--- src/rtl/overlay_mixer.sv ---
// Overlay compositor: tracks raster position, pulls overlay pixels from a line FIFO inside a
// latched window, colour-keys them over the background and re-emits data/syncs 2 cycles later.
module overlay_mixer #(
    parameter int          WIDTH      = 1920,
    parameter int          HEIGHT     = 1080,
    parameter int          OV_W       = 256,
    parameter int          OV_H       = 256,
    parameter logic [23:0] KEY_COLOUR = 24'hFF00FF,
    parameter logic        V_POLARITY = 1'b1
) (
    input  logic        pixelClock,
    input  logic        reset,
    input  logic        deIn,
    input  logic        hsyncIn,
    input  logic        vsyncIn,
    input  logic [23:0] bgData,
    input  logic [11:0] ovX,
    input  logic [11:0] ovY,
    input  logic        ovEnable,
    input  logic [23:0] fifoData,
    input  logic        fifoEmpty,
    output logic        fifoRead,
    output logic        frameStart,
    output logic        underflow,
    output logic        DE,
    output logic        HSYNC,
    output logic        VSYNC,
    output logic [23:0] data
);

    localparam logic [11:0] X_MAX  = 12'(WIDTH - OV_W);
    localparam logic [11:0] Y_MAX  = 12'(HEIGHT - OV_H);
    localparam logic [11:0] X_LAST = 12'(WIDTH - 1);
    localparam logic [11:0] Y_LAST = 12'(HEIGHT - 1);
    localparam logic [12:0] OV_W13 = 13'(OV_W);
    localparam logic [12:0] OV_H13 = 13'(OV_H);

    logic        vs_act;
    logic        vs_act_d;
    logic        fs_edge;
    logic        de_fall;
    logic        x_hit;
    logic        y_hit;
    logic        in_win;
    logic [11:0] x_count;
    logic [11:0] y_count;
    logic [11:0] ov_x_l;
    logic [11:0] ov_y_l;
    logic        ov_en_l;
    logic        armed;
    logic        de_d1;
    logic        hs_d1;
    logic        vs_d1;
    logic        rd1;
    logic [23:0] bg_d1;

    assign vs_act  = (vsyncIn == V_POLARITY);
    assign fs_edge = vs_act & ~vs_act_d;
    assign de_fall = de_d1 & ~deIn;

    // 13-bit upper bound so a window touching the last column cannot wrap
    assign x_hit = (x_count >= ov_x_l) && ({1'b0, x_count} < ({1'b0, ov_x_l} + OV_W13));
    assign y_hit = (y_count >= ov_y_l) && ({1'b0, y_count} < ({1'b0, ov_y_l} + OV_H13));

    assign in_win   = armed & ov_en_l & deIn & x_hit & y_hit;
    assign fifoRead = in_win & ~fifoEmpty;

    always_ff @(posedge pixelClock or posedge reset) begin
        if (reset) begin
            vs_act_d   <= 1'b0;
            frameStart <= 1'b0;
            armed      <= 1'b0;
            ov_en_l    <= 1'b0;
            ov_x_l     <= 12'd0;
            ov_y_l     <= 12'd0;
            underflow  <= 1'b0;
        end else begin
            vs_act_d   <= vs_act;
            frameStart <= fs_edge;
            if (fs_edge) begin
                armed     <= 1'b1;
                ov_en_l   <= ovEnable;
                ov_x_l    <= (ovX > X_MAX) ? X_MAX : ovX;
                ov_y_l    <= (ovY > Y_MAX) ? Y_MAX : ovY;
                underflow <= 1'b0;
            end else if (in_win && fifoEmpty) begin
                underflow <= 1'b1;
            end
        end
    end

    // Raster counters saturate so an over-running timing generator cannot wrap into the window
    always_ff @(posedge pixelClock or posedge reset) begin
        if (reset) begin
            x_count <= 12'd0;
            y_count <= 12'd0;
        end else begin
            if (deIn) begin
                if (x_count != X_LAST) begin
                    x_count <= x_count + 12'd1;
                end
            end else if (de_fall) begin
                x_count <= 12'd0;
            end

            if (fs_edge) begin
                y_count <= 12'd0;
            end else if (de_fall && (y_count != Y_LAST)) begin
                y_count <= y_count + 12'd1;
            end
        end
    end

    always_ff @(posedge pixelClock or posedge reset) begin
        if (reset) begin
            de_d1 <= 1'b0;
            hs_d1 <= 1'b0;
            vs_d1 <= 1'b0;
            bg_d1 <= 24'd0;
            rd1   <= 1'b0;
            DE    <= 1'b0;
            HSYNC <= 1'b0;
            VSYNC <= 1'b0;
            data  <= 24'd0;
        end else begin
            de_d1 <= deIn;
            hs_d1 <= hsyncIn;
            vs_d1 <= vsyncIn;
            bg_d1 <= bgData;
            rd1   <= fifoRead;
            DE    <= de_d1;
            HSYNC <= hs_d1;
            VSYNC <= vs_d1;
            if (!de_d1) begin
                data <= 24'd0;
            end else if (rd1 && (fifoData != KEY_COLOUR)) begin
                data <= fifoData;
            end else begin
                data <= bg_d1;
            end
        end
    end

endmodule

--- config.mk ---
export PLATFORM = sky130hd
export DESIGN_NAME = overlay_mixer
export DESIGN_NICKNAME = d
export VERILOG_FILES = /design/src/rtl/overlay_mixer.sv
export SDC_FILE = /design/constraint.sdc
export NUM_CORES = 1
export LEC_CHECK = 0
export CAP_MARGIN = 15
export CORE_MARGIN = 5
export CORE_UTILIZATION = 49
export CTS_BUF_LIST = sky130_fd_sc_hd__clkbuf_8
export CTS_CLUSTER_DIAMETER = 200
export DETAILED_ROUTE_END_ITERATION = 8
export PLACE_DENSITY = 0.81
export SLEW_MARGIN = 20
export SYNTH_ARGS = -nofsm -noshare
export SYNTH_HDL_FRONTEND = slang
export SYNTH_SLANG_ARGS = --single-unit
--- constraint.sdc ---
create_clock -name pixelClock -period 3.5 [get_ports pixelClock]
set_input_delay 0.35 -clock pixelClock [delete_from_list [all_inputs] [get_ports pixelClock]]
set_output_delay 0.35 -clock pixelClock [all_outputs]
set_load 0.05 [all_outputs]
==> results of run 1 <==
[layout by cell type (no fill, tap or decap), types with 3 or more instances in the layout]
cell	n
a21boi_0	3
a21o_1	7
a21oi_1	13
a22o_1	13
a2bb2oi_1	5
a31oi_1	3
and3_1	3
and4b_1	3
clkbuf_8	9
clkdlybuf4s50_1	107
dfrtp_1	107
ha_1	36
inv_1	32
mux2i_1	31
nand2_1	22
nand2b_1	6
nand3_1	19
nand4_1	12
nor2_1	28
nor2b_1	28
nor4_1	3
o21ai_0	3
o21ai_1	6
o31ai_1	3
xnor2_1	14
xor2_1	5
[area by class of cell]
cell class,instances,area (sq um)
fillers,849,3720
flip-flops and latches,107,2680
multi-input cells,299,2280
repair buffers,110,1120
well taps,136,170
inverters,35,134
clock buffers,9,124
clock inverters,6,61.3
[state kept, by name, indices dropped and copies added (netlist names)]
signal / cells
HSYNC: 1
de_d1: 1
ov_en_l: 1
armed: 1
x_count: 12
ov_y_l: 12
hs_d1: 1
vs_d1: 1
ov_x_l: 12
underflow: 1
frameStart: 1
data: 24
bg_d1: 24
y_count: 12
rd1: 1
VSYNC: 1
DE: 1
[through the flow]
stage               std cells  power, mW  hold WS [ns]  utilization
floorplan                 452       1.71         0.331            -
global placement          687       1.90         0.334        0.619
finish                    702       2.61         0.361        0.638
global route              702       2.75         0.382        0.638
CTS                       702       2.64         0.363        0.638
detailed placement        687       1.93         0.336        0.619
[metal layers]
metal  global-route usage  part of all wire  vias up
met5                    0                 0        -
met4               0.0521             0.012        0
met3               0.0313             0.057       12
met2                0.292              0.46      130
met1                0.260              0.47     1799
li1                     -                 -     1821
[worst max path at each step]
stage	from	to	slack (ns)
finish	ov_x_l[8]$_DFFE_PP0P_	fifoRead	0.23
global route	ov_x_l[8]$_DFFE_PP0P_	fifoRead	0.09
CTS	ov_x_l[8]$_DFFE_PP0P_	fifoRead	0.09
detailed placement	ov_x_l[8]$_DFFE_PP0P_	fifoRead	0.42
global placement	ov_x_l[8]$_DFFE_PP0P_	fifoRead	0.52
floorplan	ov_x_l[8]$_DFFE_PP0P_	fifoRead	0.22
[repair_timing]
action | in CTS | in global routing
resized for setup | 1 | 1
hold buffers | 0 | 0
pin swaps | 0 | 1
hold endpoints to repair | 0 | 0
setup endpoints to repair | 1 | 1
[cells by family after synthesis]
group	synth area share
AO/OA/AOI/OAI	0.107
XOR/XNOR	0.0325
adder cells (fa/ha/maj)	0.0880
buffers and inverters	0.0367
flip-flops	0.523
multiplexers	0.0606
AND/OR/NAND/NOR	0.152
[critical path, delay by kind of cell, from the launching register on]
| kind | cells | cell delay [ns] |
|---|---|---|
| xor gates and xnor gates | 1 | 0.14 |
| buffers and inverters | 1 | 0.19 |
| AOI/OAI and AO/OA | 3 | 0.36 |
| and+or+nand+nor | 2 | 0.89 |
| adders and majority gates | 2 | 0.56 |
| DFF | 1 | 0.44 |
[power groups by stage]
stage,sequential [mW],combinational [mW],clock [mW]
after floorplan,1.45,0.258,0
final,1.38,0.519,0.711
after global routing,1.40,0.576,0.777
after global placement,1.40,0.494,0
after CTS,1.38,0.524,0.733
after detailed placement,1.41,0.518,0
==> flow_summary.toml, run 1 <==
[global_routing]
grt_pass1_vias = 3936
grt_overflow_total = 0
grt_max_degree = 59
grt_pass1_wl_microns = 18900
grt_use_total = 0.183
antenna_found_initial = 0

[run_status]
status = "finished, final reports clean"

[cts]
cts_root_buf = "clkbuf_8"
cts_setup_buffers = 0
clk_latency_ns = 0.36
numCtsBuffers = 9
cts_tree = "yes"
cts_buffer_depth = 2
path_clk_slew_ns = 0.11
cts.sinks = 107
htreeDepth = 3

[layout]
fin_area_sq_um = 6560
drive_above_1_share = 0.0459
area_growth_pct = 28.2
insertedDiodeCount = 0
finalNetCount = 677

[timing]
hold_viol = 0
slew_viol_final = 0
fin_ws_ns = 0.227
fin_crit_ns = 3.27
relSlewSlack = 0.280
tightest_slew_ns = 1.08
setup_tns_ns = 0
rsz0062_at_grt = "no"
finalCritPeriodShare = 0.935
fmax_ghz = 0.306
fin_worst_skew_ns = 0.0176
setup_viol_count_final = 0

[floorplan]
coreArea_sq_um = 10300
rows = 37
start_util = 0.498
die_x_microns = 112
dieArea_sq_um = 12600
io_pins = 109
fp.dieH_microns = 112

[logic_synthesis]
synth_most_common_cell = "dfrtp_1"
synth_nets = 567
synthTopCellsByArea = "dfrtp_1, ha_1, mux2i_1"
netlist.top_cell.by_area = "dfrtp_1"
seq_area_frac_synth = 0.523
ys_top_cells_by_count = "dfrtp_1, ha_1, inv_1, mux2i_1"
ys_types = 51
synth_edf_count = 0
synth_top_area_frac = 0.523
synth_area_per_cell_sq_um = 11.3
ys_ff_latch = 107
synth_area_sq_um = 5120
synthCells = 452
synthArstFlopShare = 1.00
ys_warn_count = 0
ys.flop_type = "dfrtp_1"

[setup_path]
arrival_ns = 2.92
critical_path_class = "register to primary output"
cp_slowest_cell = "or4_1"
r2r_end = "underflow$_DFFE_PP0P_"
end_kind = "primary output"
required_ns = 3.15
critPathMaxFanout = 5
ff2ff_path_depth = 8
regToRegSetupSlack_ns = 0.91
start_kind = "register"
crit_path_frequent_cell = "ha_1"
reg2reg_from = "ov_x_l[8]$_DFFE_PP0P_"
worst_path_largest_cell_delay_ns = 0.59
cp_cell_sequence = "ha_1 -> xnor2_1 -> ha_1 -> a21o_1 -> a21oi_1 -> a31oi_1 -> or4_1 -> nor4_4 -> buf_12"

[power_and_ir_drop]
clock_power_share = 0.272
pwr-share-comb = 0.199
p_leak_nw = 2.91
power_switching_mw = 0.774
max-vdd-ir-drop_mv = 0.183
p_seq_frac = 0.529
cellPowerDensity_nw_per_um2 = 398
p_int_mw = 1.84
swShare = 0.296

[job]
max_cap_violations = 0

[detailed_routing]
wirelength_microns = 11300
num_vias = 3762
drt_pass1_iterations = 4
drcViolationCount = 0
ant_nets = 0
vias_per_cell = 5.36
drt_iter0_markers = 181
wl_per_cell_microns = 16.1

[worst_hold_path]
whs_path_depth = 0
min_to = "HSYNC$_DFF_PP0_"
min-delay-path-class = "register to register"
worstHoldStart = "hs_d1$_DFF_PP0_"

[placement]
place.port_buffers = 108
hpwl_microns = 8580
place_area_sq_um = 6360
gp_congestion = 0.923
post-place-ws_ns = 0.421
No activity file was read; power rests on OpenSTA's default activity.
==> run 2, diff against run 1 <==
ABC_CLOCK_PERIOD_IN_PS = 3500   (was default)
CORE_MARGIN = 1   (was 5)
==> run 2 against run 1 <==
  * Core utilization grew 2.0 points
  * Maximum frequency shrank 3.7%
  * Global-route usage grew 2.9 points
  * Clock-buffer cell count is the same
  * Critical path depth is the same
  * Total power grew 0.11%
  * Setup slack lost 0.12 ns
  * Final cell count shrank 0.28%
  * Combinational power shrank 0.8%
  * Sequential share of layout area is essentially flat
  * Clock skew shrank 0.012 ns
  * Sequential power is essentially flat
  * Critical path type unchanged
  * Largest cell class unchanged
  * Highest routed layer unchanged
==> flow_summary.toml, run 2 (synthesized netlist as in run 1, its figures left out) <==
[placement]
place.port_buffers = 108
gp_congestion = 0.840
dp_cells = 684
hpwl_microns = 8440
place_area_sq_um = 6360

[timing]
setup_tns_ns = 0
timing.hold.ws_ns = 0.365
finalCritPeriodShare = 0.971
fin_crit_ns = 3.40
setup_viol_count_final = 0
rsz0062_at_grt = "no"
slew_viol_final = 0
fin_worst_skew_ns = 0.00570
hold_viol = 0
tightest_slew_ns = 1.07
fmax_ghz = 0.294
relSlewSlack = 0.286

[layout]
top_regs = "bg_d1 (24), data (24)"
area_growth_pct = 28.0
fill_cells = 781
stdcell_count = 700
fin_area_sq_um = 6560
insertedDiodeCount = 0
finalNetCount = 677
mostFrequentLayoutCells = "dfrtp_1, clkdlybuf4s50_1, ha_1"
drive_above_1_share = 0.0441

[power_and_ir_drop]
clock_power_share = 0.274
p_seq_frac = 0.529
pwr-share-comb = 0.197
swShare = 0.298
power_switching_mw = 0.778
p_int_mw = 1.84
max-vdd-ir-drop_mv = 0.255
p_leak_nw = 2.91
cellPowerDensity_nw_per_um2 = 399

[cts]
hold_buffers = 0
cts_tree = "yes"
numCtsBuffers = 9
cts.sinks = 107
cts_root_buf = "clkbuf_8"
path_clk_slew_ns = 0.10
cts_buffer_depth = 2
cts_setup_buffers = 0
htreeDepth = 3
clk_latency_ns = 0.37

[setup_path]
start_kind = "register"
cp_slowest_cell = "or4_1"
arrival_ns = 3.05
critPathMaxFanout = 4
worst_path_largest_cell_delay_ns = 0.50
required_ns = 3.15
crit_path_frequent_cell = "ha_1"
critical_path_class = "register to primary output"
cp_cell_sequence = "ha_1 -> xnor2_1 -> ha_1 -> and3_1 -> o21ai_0 -> nand4_1 -> or4_1 -> nor4_4 -> buf_12"
end_kind = "primary output"
regToRegSetupSlack_ns = 0.85
worst-path-buf-inv = 1
cp_top_family = "simple AND/OR/NAND/NOR gates"

[detailed_routing]
num_vias = 3782
ant_nets = 0
wl_per_cell_microns = 15.9
vias_per_cell = 5.40
drt_iter0_markers = 134
drcViolationCount = 0
wirelength_microns = 11100
drt_pass1_iterations = 4

[global_routing]
grt_overflow_total = 0
grt_pass1_wl_microns = 18200
grt_pass1_vias = 3839
antenna_found_initial = 0
grt_use_total = 0.213
grt_max_degree = 63

[floorplan]
dieArea_sq_um = 10900
fp.dieH_microns = 104
start_util = 0.514
rows = 36
coreArea_sq_um = 9950
die_x_microns = 104
io_pins = 109

[job]
max_cap_violations = 0

[worst_hold_path]
min-delay-path-class = "register to register"

[run_status]
status = "finished, final reports clean"
-- run 2: timing repair --
item | CTS | global route
gates resized for setup | 1 | 0
cloned | 0 | 0
pin swaps | 0 | 1
endpoints found under the setup margin | 1 | 1
-- run 2: layer usage --
layer  share of wire  global-route usage
met1            0.47               0.278
met2            0.47               0.359
met3           0.051              0.0539
met4           0.011              0.0449
met5               0                   0
-- run 2: worst paths after layout --
kind / start / end / depth (start not counted)
max: ov_y_l[8]$_DFFE_PP0P_ / fifoRead / 9
min: hs_d1$_DFF_PP0_ / HSYNC$_DFF_PP0_ / 0
max reg2reg: ov_y_l[8]$_DFFE_PP0P_ / underflow$_DFFE_PP0P_ / 8
min reg2reg: hs_d1$_DFF_PP0_ / HSYNC$_DFF_PP0_ / 0
max in group asynchronous: reset / bg_d1[13]$_DFF_PP0_ / 3
min in group asynchronous: reset / HSYNC$_DFF_PP0_ / 2
-- run 2: power groups by stage --
stage	clock (mW)	sequential, mW	combinational (mW)
CTS	0.737	1.38	0.520
detailed placement	0	1.41	0.516
floorplan	0	1.45	0.258
finish	0.715	1.38	0.515
global route	0.788	1.40	0.568
global placement	0	1.40	0.493
-- run 2: per-stage QoR --
step	utilization	power [mW]	worst slack (ns)
5_1_grt	0.658	2.75	0.0115
3_3_place_gp	0.639	1.90	0.516
4_1_cts	0.658	2.64	0.0471
2_1_floorplan	-	1.71	0.223
6_report	0.658	2.61	0.102
3_5_place_dp	0.639	1.93	0.397
-- run 2: cell type report --
class                      count  area (sq um)  area share
tap                          133           166      0.0254
inverter                      35           134      0.0204
sequential                   107          2680       0.408
multi-input combinational    299          2270       0.346
clock inverter                 7          65.1     0.00993
timing repair buffer         110          1120       0.171
clock buffer                   9           124      0.0189
